==> config.mk <==
export PLATFORM = sky130hd
export DESIGN_NAME = puf_resp_voter
export DESIGN_NICKNAME = d
export VERILOG_FILES = /design/src/rtl/puf_resp_voter.sv
export SDC_FILE = /design/constraint.sdc
export NUM_CORES = 1
export LEC_CHECK = 0
export CORE_UTILIZATION = 53
export DETAILED_ROUTE_END_ITERATION = 8
export PLACE_DENSITY_LB_ADDON = 0.05
export REMOVE_ABC_BUFFERS = 1
export SLEW_MARGIN = 20
export SYNTH_ARGS = -nofsm -noshare
export SYNTH_HDL_FRONTEND = slang
export SYNTH_SLANG_ARGS = --single-unit
==> constraint.sdc <==
create_clock -name clk -period 2.44 [get_ports clk]
set_input_delay 0.61 -clock clk [delete_from_list [all_inputs] [get_ports clk]]
set_output_delay 0.61 -clock clk [all_outputs]
set_load 0.01 [all_outputs]
==> src/rtl/puf_resp_voter.sv <==
`default_nettype none
// ============================================================================
//  Module   : puf_resp_voter
//  Purpose  : Evaluates a bistable-ring PUF SAMPLES times per challenge and
//             returns a per-bit majority vote over a valid/ready handshake.
//  Options  : PUF_VOTER_STABILITY_EN - when defined, unstable_o flags bits
//             whose samples disagreed; otherwise unstable_o is tied to zero.
//  Revision : 1.0 - initial release
// ============================================================================
module puf_resp_voter #(
  parameter int WIDTH   = 32,
  parameter int SAMPLES = 7,
  parameter int RST_CYC = 4,
  parameter int SETTLE  = 16
) (
  input  logic             clk,
  input  logic             reset_n,
  input  logic             start_i,
  input  logic [WIDTH-1:0] challenge_i,
  output logic [WIDTH-1:0] puf_challenge_o,
  output logic             puf_reset_o,
  input  logic [WIDTH-1:0] puf_rsp_i,
  output logic             busy_o,
  output logic             resp_valid_o,
  input  logic             resp_ready_i,
  output logic [WIDTH-1:0] resp_o,
  output logic [WIDTH-1:0] unstable_o
);

  localparam int CNT_W  = $clog2(SAMPLES + 1);
  localparam int PH_MAX = (RST_CYC > SETTLE) ? RST_CYC : SETTLE;
  localparam int PH_W   = $clog2(PH_MAX + 1);

  localparam logic [PH_W-1:0]  C_RST_LAST    = PH_W'(RST_CYC - 1);
  localparam logic [PH_W-1:0]  C_SETTLE_LAST = PH_W'(SETTLE - 1);
  localparam logic [CNT_W-1:0] C_IDX_LAST    = CNT_W'(SAMPLES - 1);
  localparam logic [CNT_W-1:0] C_HALF        = CNT_W'(SAMPLES / 2);

  localparam logic [2:0] S_IDLE   = 3'd0;
  localparam logic [2:0] S_RST    = 3'd1;
  localparam logic [2:0] S_SETTLE = 3'd2;
  localparam logic [2:0] S_SAMPLE = 3'd3;
  localparam logic [2:0] S_DONE   = 3'd4;

  logic [2:0]       state_q, state_d;
  logic [PH_W-1:0]  ph_q;
  logic [CNT_W-1:0] idx_q;
  logic [WIDTH-1:0] chal_q;
  logic [WIDTH-1:0] sync1_q, sync2_q;
  logic [WIDTH-1:0] resp_q;
  logic             valid_q;
  logic [WIDTH-1:0] vote_w;
  logic             accept_w;

  assign accept_w = (state_q == S_IDLE) && start_i;

  // State register
  always_ff @(posedge clk or negedge reset_n) begin
    if (!reset_n) state_q <= S_IDLE;
    else          state_q <= state_d;
  end

  // Next-state logic: phase counter paces RST/SETTLE, index counts evaluations
  always_comb begin
    state_d = state_q;
    case (state_q)
      S_IDLE:   if (start_i) state_d = S_RST;
      S_RST:    if (ph_q == C_RST_LAST) state_d = S_SETTLE;
      S_SETTLE: if (ph_q == C_SETTLE_LAST) state_d = S_SAMPLE;
      S_SAMPLE: state_d = (idx_q == C_IDX_LAST) ? S_DONE : S_RST;
      S_DONE:   if (valid_q && resp_ready_i) state_d = S_IDLE;
      default:  state_d = S_IDLE;
    endcase
  end

  // Outputs decoded from state; the ring is held in reset whenever idle
  always_comb begin
    busy_o      = (state_q != S_IDLE);
    puf_reset_o = (state_q == S_IDLE) || (state_q == S_RST);
  end

  // Phase counter restarts on every state change, runs only in timed states
  always_ff @(posedge clk or negedge reset_n) begin
    if (!reset_n) begin
      ph_q <= '0;
    end else if (state_d != state_q) begin
      ph_q <= '0;
    end else if (state_q == S_RST || state_q == S_SETTLE) begin
      ph_q <= ph_q + 1'b1;
    end
  end

  // Challenge latch and evaluation index
  always_ff @(posedge clk or negedge reset_n) begin
    if (!reset_n) begin
      chal_q <= '0;
      idx_q  <= '0;
    end else if (accept_w) begin
      chal_q <= challenge_i;
      idx_q  <= '0;
    end else if (state_q == S_SAMPLE && idx_q != C_IDX_LAST) begin
      idx_q <= idx_q + 1'b1;
    end
  end

  // Two-flop synchronizer for the asynchronous ring response
  always_ff @(posedge clk or negedge reset_n) begin
    if (!reset_n) begin
      sync1_q <= '0;
      sync2_q <= '0;
    end else begin
      sync1_q <= puf_rsp_i;
      sync2_q <= sync1_q;
    end
  end

  // Per-bit ones counters and votes; counters never exceed SAMPLES
  for (genvar b = 0; b < WIDTH; b++) begin : g_bit
    logic [CNT_W-1:0] cnt_q;

    // Clear on accept, count synchronized ones in each SAMPLE cycle
    always_ff @(posedge clk or negedge reset_n) begin
      if (!reset_n)                  cnt_q <= '0;
      else if (accept_w)             cnt_q <= '0;
      else if (state_q == S_SAMPLE)  cnt_q <= cnt_q + CNT_W'(sync2_q[b]);
    end

    assign vote_w[b] = (cnt_q > C_HALF);
  end

  // Result capture on DONE entry, valid held until the handshake edge
  always_ff @(posedge clk or negedge reset_n) begin
    if (!reset_n) begin
      resp_q  <= '0;
      valid_q <= 1'b0;
    end else if (state_q == S_DONE && !valid_q) begin
      resp_q  <= vote_w;
      valid_q <= 1'b1;
    end else if (valid_q && resp_ready_i) begin
      valid_q <= 1'b0;
    end
  end

`ifdef PUF_VOTER_STABILITY_EN
  localparam logic [CNT_W-1:0] C_ALL = CNT_W'(SAMPLES);
  logic [WIDTH-1:0] unst_w;
  logic [WIDTH-1:0] unst_q;

  for (genvar u = 0; u < WIDTH; u++) begin : g_unst
    assign unst_w[u] = (g_bit[u].cnt_q != '0) && (g_bit[u].cnt_q != C_ALL);
  end

  // Non-unanimity flags captured alongside the vote
  always_ff @(posedge clk or negedge reset_n) begin
    if (!reset_n)                       unst_q <= '0;
    else if (state_q == S_DONE && !valid_q) unst_q <= unst_w;
  end

  assign unstable_o = unst_q;
`else
  assign unstable_o = '0;
`endif

  assign puf_challenge_o = chal_q;
  assign resp_o          = resp_q;
  assign resp_valid_o    = valid_q;

endmodule
`default_nettype wire

==> key figures, run 1 <==
Timing
  – WHS: 62.16 ps
  – Setup ws final: 112.6 ps
  – Final hold violations: 0
  – Post-route clock period utilization: approximately 95%
  – Clock skew: 14.49 ps
  – Worst slew margin: 60.41%
  – # setup viols final: 0
  – Min Tclk post-route: ~2300 ps
  – RSZ-0062 raised after global routing: false
  – Max Slew Vio Count: 0
  – FMAX: 0.4297 GHz
  – Tightest Pin Transition: just under 600 ps

CTS
  – Worst skew pair latency: ~520 ps
  – H-tree level count: 1
  – CTS tree: done
  – CTS max path bufs: 3
  – Post-CTS setup buffer count: 0
  – Clock root cell: clkbuf_16
  – CTS clk-pin slew, worst paths: ~60 ps
  – PostCTS Resize Cnt: 1
  – TritonCTS Buffers: 25
  – Clk sinks: 236
  – Hold_buf cts: 0

Worst setup path
  – End of the worst register-to-register path: ph_q[4]$_DFFE_PN0P_
  – CP Capture Point: puf_reset_o
  – Worst endpoint data arrival time: 1720 ps
  – Crit. End Element: output port
  – Setup CP Type: reg2out
  – Critical Path Start Type: register
  – Critical Path Start: state_q[1]$_DFF_PN0_
  – Worst reg2reg path startpoint: ph_q[0]$_DFFE_PN0P_
  – CP Max Fanout: 13
  – WP data required: 1830 ps
  – R2r worst-path depth: 7
  – Reg2Reg Setup Slack: 500 ps

Power
  – Power per cell area: 1040 nW/um^2
  – Leak: 0.005758 uW
  – Total power: ~13,000 uW
  – Maximum VDD drop: roughly 0.00077 V

Final layout
  – Fraction of layout cells with a size suffix above 1: 14.51%
  – Fillers: 1,288
  – Most frequent cells in the layout: dfrtp_1 (236), nand2_1 (164), clkdlybuf4s50_1 (132)
  – Most common cell after layout, fill and taps aside: dfrtp_1
  – Synthesis-to-finish area growth: 24.90%
  – Fin area: 12,100 sq um
  – Core Util, Final: between 60% and 70%
  – N_diodes: 0
  – Layout net count: 1,061

Placed design
  – Hpwl dp: ~11,000 microns
  – Port Buf Inserts: 134
  – Placed inst area: 11,220 sq um
  – Gp weighted congestion: 0.7055
  – Place WS: 141.6 ps

Logic synthesis
  – Synthesis-stage register bit count: 236
  – Post-synthesis sequential area ratio: roughly three fifths
  – Ys Warns: 0
  – Async SR Flop Fraction: 100.0%
  – Most frequently used flop master after synthesis: dfrtp_1
  – Avg Synthesized Cell Area: 12.34 sq um
  – Cell area after synthesis: 9688 sq um
  – Synth unique cells: 38
  – Mapped Cells: 785
  – Post-synth EDFFs: 0

Floorplanning
  – Horiz. Die Dim: ~140 microns
  – Standard-cell rows: 49
  – Die height: 137.2 microns
  – Initial cell density of the core: 53.93%
  – Core box area: 17,960 sq um
  – Die footprint: between 15,000 and 20,000 sq um
  – I/O Pins: between 150 and 200

GRT
  – Vias in the first global route: 6,156
  – First-pass GRT wire length: 29,060 microns
  – Initial antenna violation count: 0
  – GRT Util Overall: just under 20%
  – Overflow after GRT: 0
  – Largest net degree at the start of global routing: 78

Drt
  – Post-DRT Antenna Nets: 0
  – Vias per cell: 5.029
  – Vias post-DR: 5,899
  – Residual DRC: 0
  – Drt pass-1 iters: 4
  – Drt total wl: 17,170 microns
  – Wire length per cell: between 10 and 15 microns
  – DR iter-0 viols: 233

Hold path
  – Hold Crit Class: in2async

Status
  – Status: completed

Job
  – Maxcap violations: 0
how the worst min path moves through the flow:
stage	endpoint	start	cells after the start
floorplan	g_bit[0].cnt_q[0]$_DFFE_PN0P_	reset_n	0
global placement	sync2_q[29]$_DFF_PN0_	sync1_q[29]$_DFF_PN0_	0
detailed placement	sync2_q[20]$_DFF_PN0_	sync1_q[20]$_DFF_PN0_	0
CTS	resp_o[0]$_DFFE_PN0P_	reset_n	1
global route	g_bit[0].cnt_q[2]$_DFFE_PN0P_	reset_n	1
finish	g_bit[0].cnt_q[2]$_DFFE_PN0P_	reset_n	1
registers in the layout, indices dropped and copies added, names as in the netlist:
signal	flops
ph_q	5
idx_q	3
state_q	3
resp_valid_o	1
sync1_q	32
puf_challenge_o	32
resp_o	32
g_bit.cnt_q	96
sync2_q	32
metrics by stage:
stage | TNS [ps] | std cells
6_report | 0 | 1173
5_1_grt | 0 | 1173
4_1_cts | 0 | 1173
3_5_place_dp | 0 | 1127
3_3_place_gp | 0 | 1127
2_1_floorplan | -251150 | 745
cell families after synthesis:
| logic type | share of synthesized area, % |
|---|---|
| other | 0.03871 |
| XOR/XNOR | 3.345 |
| adder cells (fa/ha/maj) | 8.782 |
| AND/OR/NAND/NOR | 9.531 |
| flip-flops | 60.96 |
| multiplexers | 7.813 |
| AO/OA/AOI/OAI | 4.649 |
| buffers and inverters | 4.882 |
Yosys cell counts, types with 2 or more instances:
library cell / count / area share [%]
nor2_1: 43 / 1.7
buf_6: 2 / 0.23
buf_2: 27 / 1.4
o211ai_1: 2 / 0.15
xnor2_1: 5 / 0.45
inv_1: 3 / 0.12
nor3_1: 4 / 0.21
o21ai_0: 2 / 0.10
a21oi_1: 67 / 3.5
ha_1: 68 / 8.8
nand2_1: 164 / 6.4
dfrtp_1: 236 / 61
mux2_2: 63 / 7.3
buf_4: 39 / 3.0
clkbuf_1: 3 / 0.12
and2_1: 2 / 0.13
mux2_1: 2 / 0.23
xor2_1: 32 / 2.9
nand3b_1: 2 / 0.15
layout make-up:
cell class | count | area (sq um) | area share (%)
Clock buffer | 36 | 757.0 | 6.256
Clock inverter | 10 | 128.9 | 1.065
Inverter | 3 | 11.26 | 0.09306
Multi-Input combinational cell | 506 | 3436 | 28.39
Sequential cell | 236 | 5906 | 48.81
Tap cell | 229 | 286.5 | 2.368
Timing Repair Buffer | 153 | 1575 | 13.02
per-layer routing:
layer | vias to the layer above | GRT usage, % | routed length, microns
met5 | - | 0 | 0
met4 | 0 | 5.739 | 292
li1 | 2816 | - | -
met1 | 2899 | 24.26 | 7318
met3 | 22 | 5.556 | 1204
met2 | 162 | 32.94 | 8358
critical path: stages (launching register included):
cell	delay (ps)
dfrtp_1	370
buf_4	190
nor2_1	110
clkdlybuf4s50_1	540
power by group:
| group | internal, uW | switching [uW] |
|---|---|---|
| logic | 1630 | 1570 |
| clock network | 2470 | 1490 |
| registers | 4880 | 548 |
| total | 8980 | 3610 |
(Power assumes the default switching activity.)
==> run 2: changes to the inputs <==
--- a/config.mk
+++ b/config.mk
@@ -8,7 +8,6 @@
 export CORE_UTILIZATION = 53
 export DETAILED_ROUTE_END_ITERATION = 8
 export PLACE_DENSITY_LB_ADDON = 0.05
-export REMOVE_ABC_BUFFERS = 1
 export SLEW_MARGIN = 20
 export SYNTH_ARGS = -nofsm -noshare
 export SYNTH_HDL_FRONTEND = slang
==> run 2 against run 1 <==
Compared with the run above: die area unchanged; count of clock-buffer cells in the layout increased by 2; setup slack improved by 65 ps; sequential cell count unchanged; critical path type unchanged.
==> key figures, run 2 (synthesis results as in run 1) <==
Worst setup path
  – R2r worst-path depth: 7 (unchanged)
  – CP cell instances: or3_2 -> dlygate4sd2_1
  – Reg2Reg Setup Slack: 460 ps (-40 ps)
  – Worst reg2reg path startpoint: ph_q[0]$_DFFE_PN0P_
  – Critical Path Start Type: register
  – Slowest cell delay on critical path: 470 ps (-70 ps)
  – Worst endpoint data arrival time: 1650 ps (-70 ps)
  – CP Max Fanout: 2 (-11)
  – Slowest cell on crit path: or3_2
  – End of the worst register-to-register path: ph_q[4]$_DFFE_PN0P_
  – Setup CP Type: reg2out
  – WP data required: 1830 ps (about the same)
  – Crit. End Element: output port

Drt
  – Residual DRC: 0 (unchanged)
  – Vias per cell: 4.986 (-0.85%)
  – DR iter-0 viols: 262 (+12%)
  – Wire length per cell: 14.47 microns (-1.1%)
  – Post-DRT Antenna Nets: 0 (unchanged)
  – Drt pass-1 iters: 4 (unchanged)
  – Vias post-DR: 5,829 (-1.2%)
  – Drt total wl: 16,920 microns (-1.5%)

CTS
  – CTS clk-pin slew, worst paths: 50 ps (about the same)
  – Worst skew pair latency: 510 ps (about the same)
  – Clock root cell: clkbuf_16
  – TritonCTS Buffers: 25 (unchanged)
  – H-tree level count: 1 (unchanged)
  – CTS tree: done
  – Clk sinks: 236 (unchanged)
  – CTS max path bufs: 3 (unchanged)

GRT
  – Initial antenna violation count: 0 (unchanged)
  – Overflow after GRT: 0 (unchanged)
  – First-pass GRT wire length: 28,160 microns (-3.1%)
  – GRT Util Overall: 18.74% (-0.73 points)
  – Vias in the first global route: 6,082 (-1.2%)
  – Largest net degree at the start of global routing: 72 (-7.7%)

Timing
  – RSZ-0062 raised after global routing: false
  – # setup viols final: 0 (unchanged)
  – Min Tclk post-route: 2262 ps (-65.41 ps)
  – FMAX: 0.4421 GHz (+2.9%)
  – Post-route clock period utilization: 92.70% (-2.7 points)
  – Clock skew: 13.27 ps (-1.223 ps)
  – Max Slew Vio Count: 0 (unchanged)
  – Final TNS setup: 0 ps (unchanged)
  – Final hold violations: 0 (unchanged)

Floorplanning
  – Horiz. Die Dim: 137.2 microns (unchanged)
  – I/O Pins: 167 (unchanged)
  – Core box area: 17,960 sq um (unchanged)
  – Standard-cell rows: 49 (unchanged)
  – Initial cell density of the core: 53.93% (unchanged)
  – Die footprint: 18,820 sq um (unchanged)
  – Die height: 137.2 microns (unchanged)

Final layout
  – N_diodes: 0 (unchanged)
  – Synthesis-to-finish area growth: 24.50%
  – Layout net count: 1,059 (-0.19%)
  – Fin area: 12,060 sq um (-0.32%)
  – Fraction of layout cells with a size suffix above 1: 13.30% (-1.2 points)
  – Max reg flops: 96 (unchanged)
  – Fillers: 1,314 (+2.0%)
  – Most common cell after layout, fill and taps aside: dfrtp_1
  – Core Util, Final: 67.14% (-0.22 points)
  – Most frequent cells in the layout: dfrtp_1 (236), nand2_1 (164), clkdlybuf4s50_1 (131)
  – Top reg by flops: g_bit.cnt_q

Power
  – Internal power: 8940 uW (-0.41%)
  – Sequential share of power: 43.5% (+0.4 points)
  – Clock network fraction of design power: 30.9% (-0.5 points)
  – Maximum VDD drop: 0.0006983 V (-9.0%)
  – Switching pwr: 3572 uW (-1.1%)
  – Total power: 12,510 uW (-0.61%)
  – Leak: 0.005720 uW (-0.67%)
  – Switching Fraction: 28.55% (-0.14 points)
  – Gate power share: 25.6% (+0.2 points)
  – Power per cell area: 1037 nW/um^2 (-0.29%)

Hold path
  – Hold Path Stages: 0
  – Hold EP: sync2_q[15]$_DFF_PN0_
  – Min-Delay Startpoint: sync1_q[15]$_DFF_PN0_
  – Hold Crit Class: reg2reg

Status
  – Status: completed

Placed design
  – Hpwl dp: 10,980 microns (-0.44%)
  – Placed inst area: 11,210 sq um (about the same)
  – Port Buf Inserts: 134 (unchanged)
  – Gp weighted congestion: 0.7062 (about the same)

Job
  – Maxcap violations: 0 (unchanged)
[run 2: cell count changes in the layout (fill, tap and decap cells not counted)]
cell,previous run,this run
buf_12,7,8
bufinv_16,3,4
clkbuf_8,9,4
clkbuf_1,2,9
dlymetal6s2s_1,0,1
buf_4,12,8
clkinv_2,6,2
dlygate4sd3_1,0,1
inv_6,1,0
clkdlybuf4s50_1,132,131
[run 2: worst max-delay path by stage]
stage / to / slack (ps) / cells past startpoint / start
after floorplan: ph_q[4]$_DFFE_PN0P_ / 640 / 7 / ph_q[0]$_DFFE_PN0P_
after global placement: puf_challenge_o[14]$_DFFE_PN0P_ / 250 / 4 / start_i
after detailed placement: puf_challenge_o[14]$_DFFE_PN0P_ / 210 / 4 / start_i
after CTS: puf_reset_o / 70 / 3 / state_q[1]$_DFF_PN0_
after global routing: busy_o / 140 / 2 / state_q[1]$_DFF_PN0_
final: busy_o / 180 / 2 / state_q[1]$_DFF_PN0_
[run 2: layer usage]
metal | wire length [microns] | vias to the layer above | GRT usage, %
met3 | 1013 | 31 | 4.967
met2 | 8067 | 139 | 31.14
met5 | 0 | - | 0
met4 | 380 | 0 | 5.311
met1 | 7457 | 2859 | 24.19
li1 | - | 2800 | -
[run 2: metrics by stage]
step                instances  hold slack (ps)  setup slack (ps)
floorplan                 816            314.4             637.9
global placement         1124            331.7             249.5
detailed placement       1124            334.7             211.7
CTS                      1169            347.8             69.09
global route             1169            348.6             135.5
finish                   1169            346.5             178.0
[run 2: power by group through the flow]
stage               combinational (uW)  sequential, uW  clock, uW
floorplan                         1930            5520          0
global placement                  3060            5430          0
detailed placement                3250            5500          0
CTS                               3270            5460       3990
global route                      3630            5560       4140
finish                            3210            5440       3870
[run 2: what timing repair did]
item / in CTS / in global routing
endpoints found under the setup margin: 1 / 1
hold buffers: 1 / 0
hold endpoints to repair: 18 / 0
buffers inserted: 0 / 0
resized for setup: 1 / 1
gates cloned: 0 / 0
[run 2: area by class of cell]
| cell class | count | area, sq um | share of cell area (%) |
|---|---|---|---|
| Timing Repair Buffer | 151 | 1578 | 13.08 |
| Inverter | 3 | 11.26 | 0.09336 |
| Sequential cell | 236 | 5906 | 48.96 |
| Clock buffer | 38 | 714.4 | 5.923 |
| Tap cell | 229 | 286.5 | 2.376 |
| Multi-Input combinational cell | 506 | 3436 | 28.49 |
| Clock inverter | 6 | 130.1 | 1.079 |
[run 2: worst max-delay path: cells and delay by family (launching register included)]
family,cells,cell delay [ps]
flops,1,370
simple gates,1,470
buf+inv,1,310
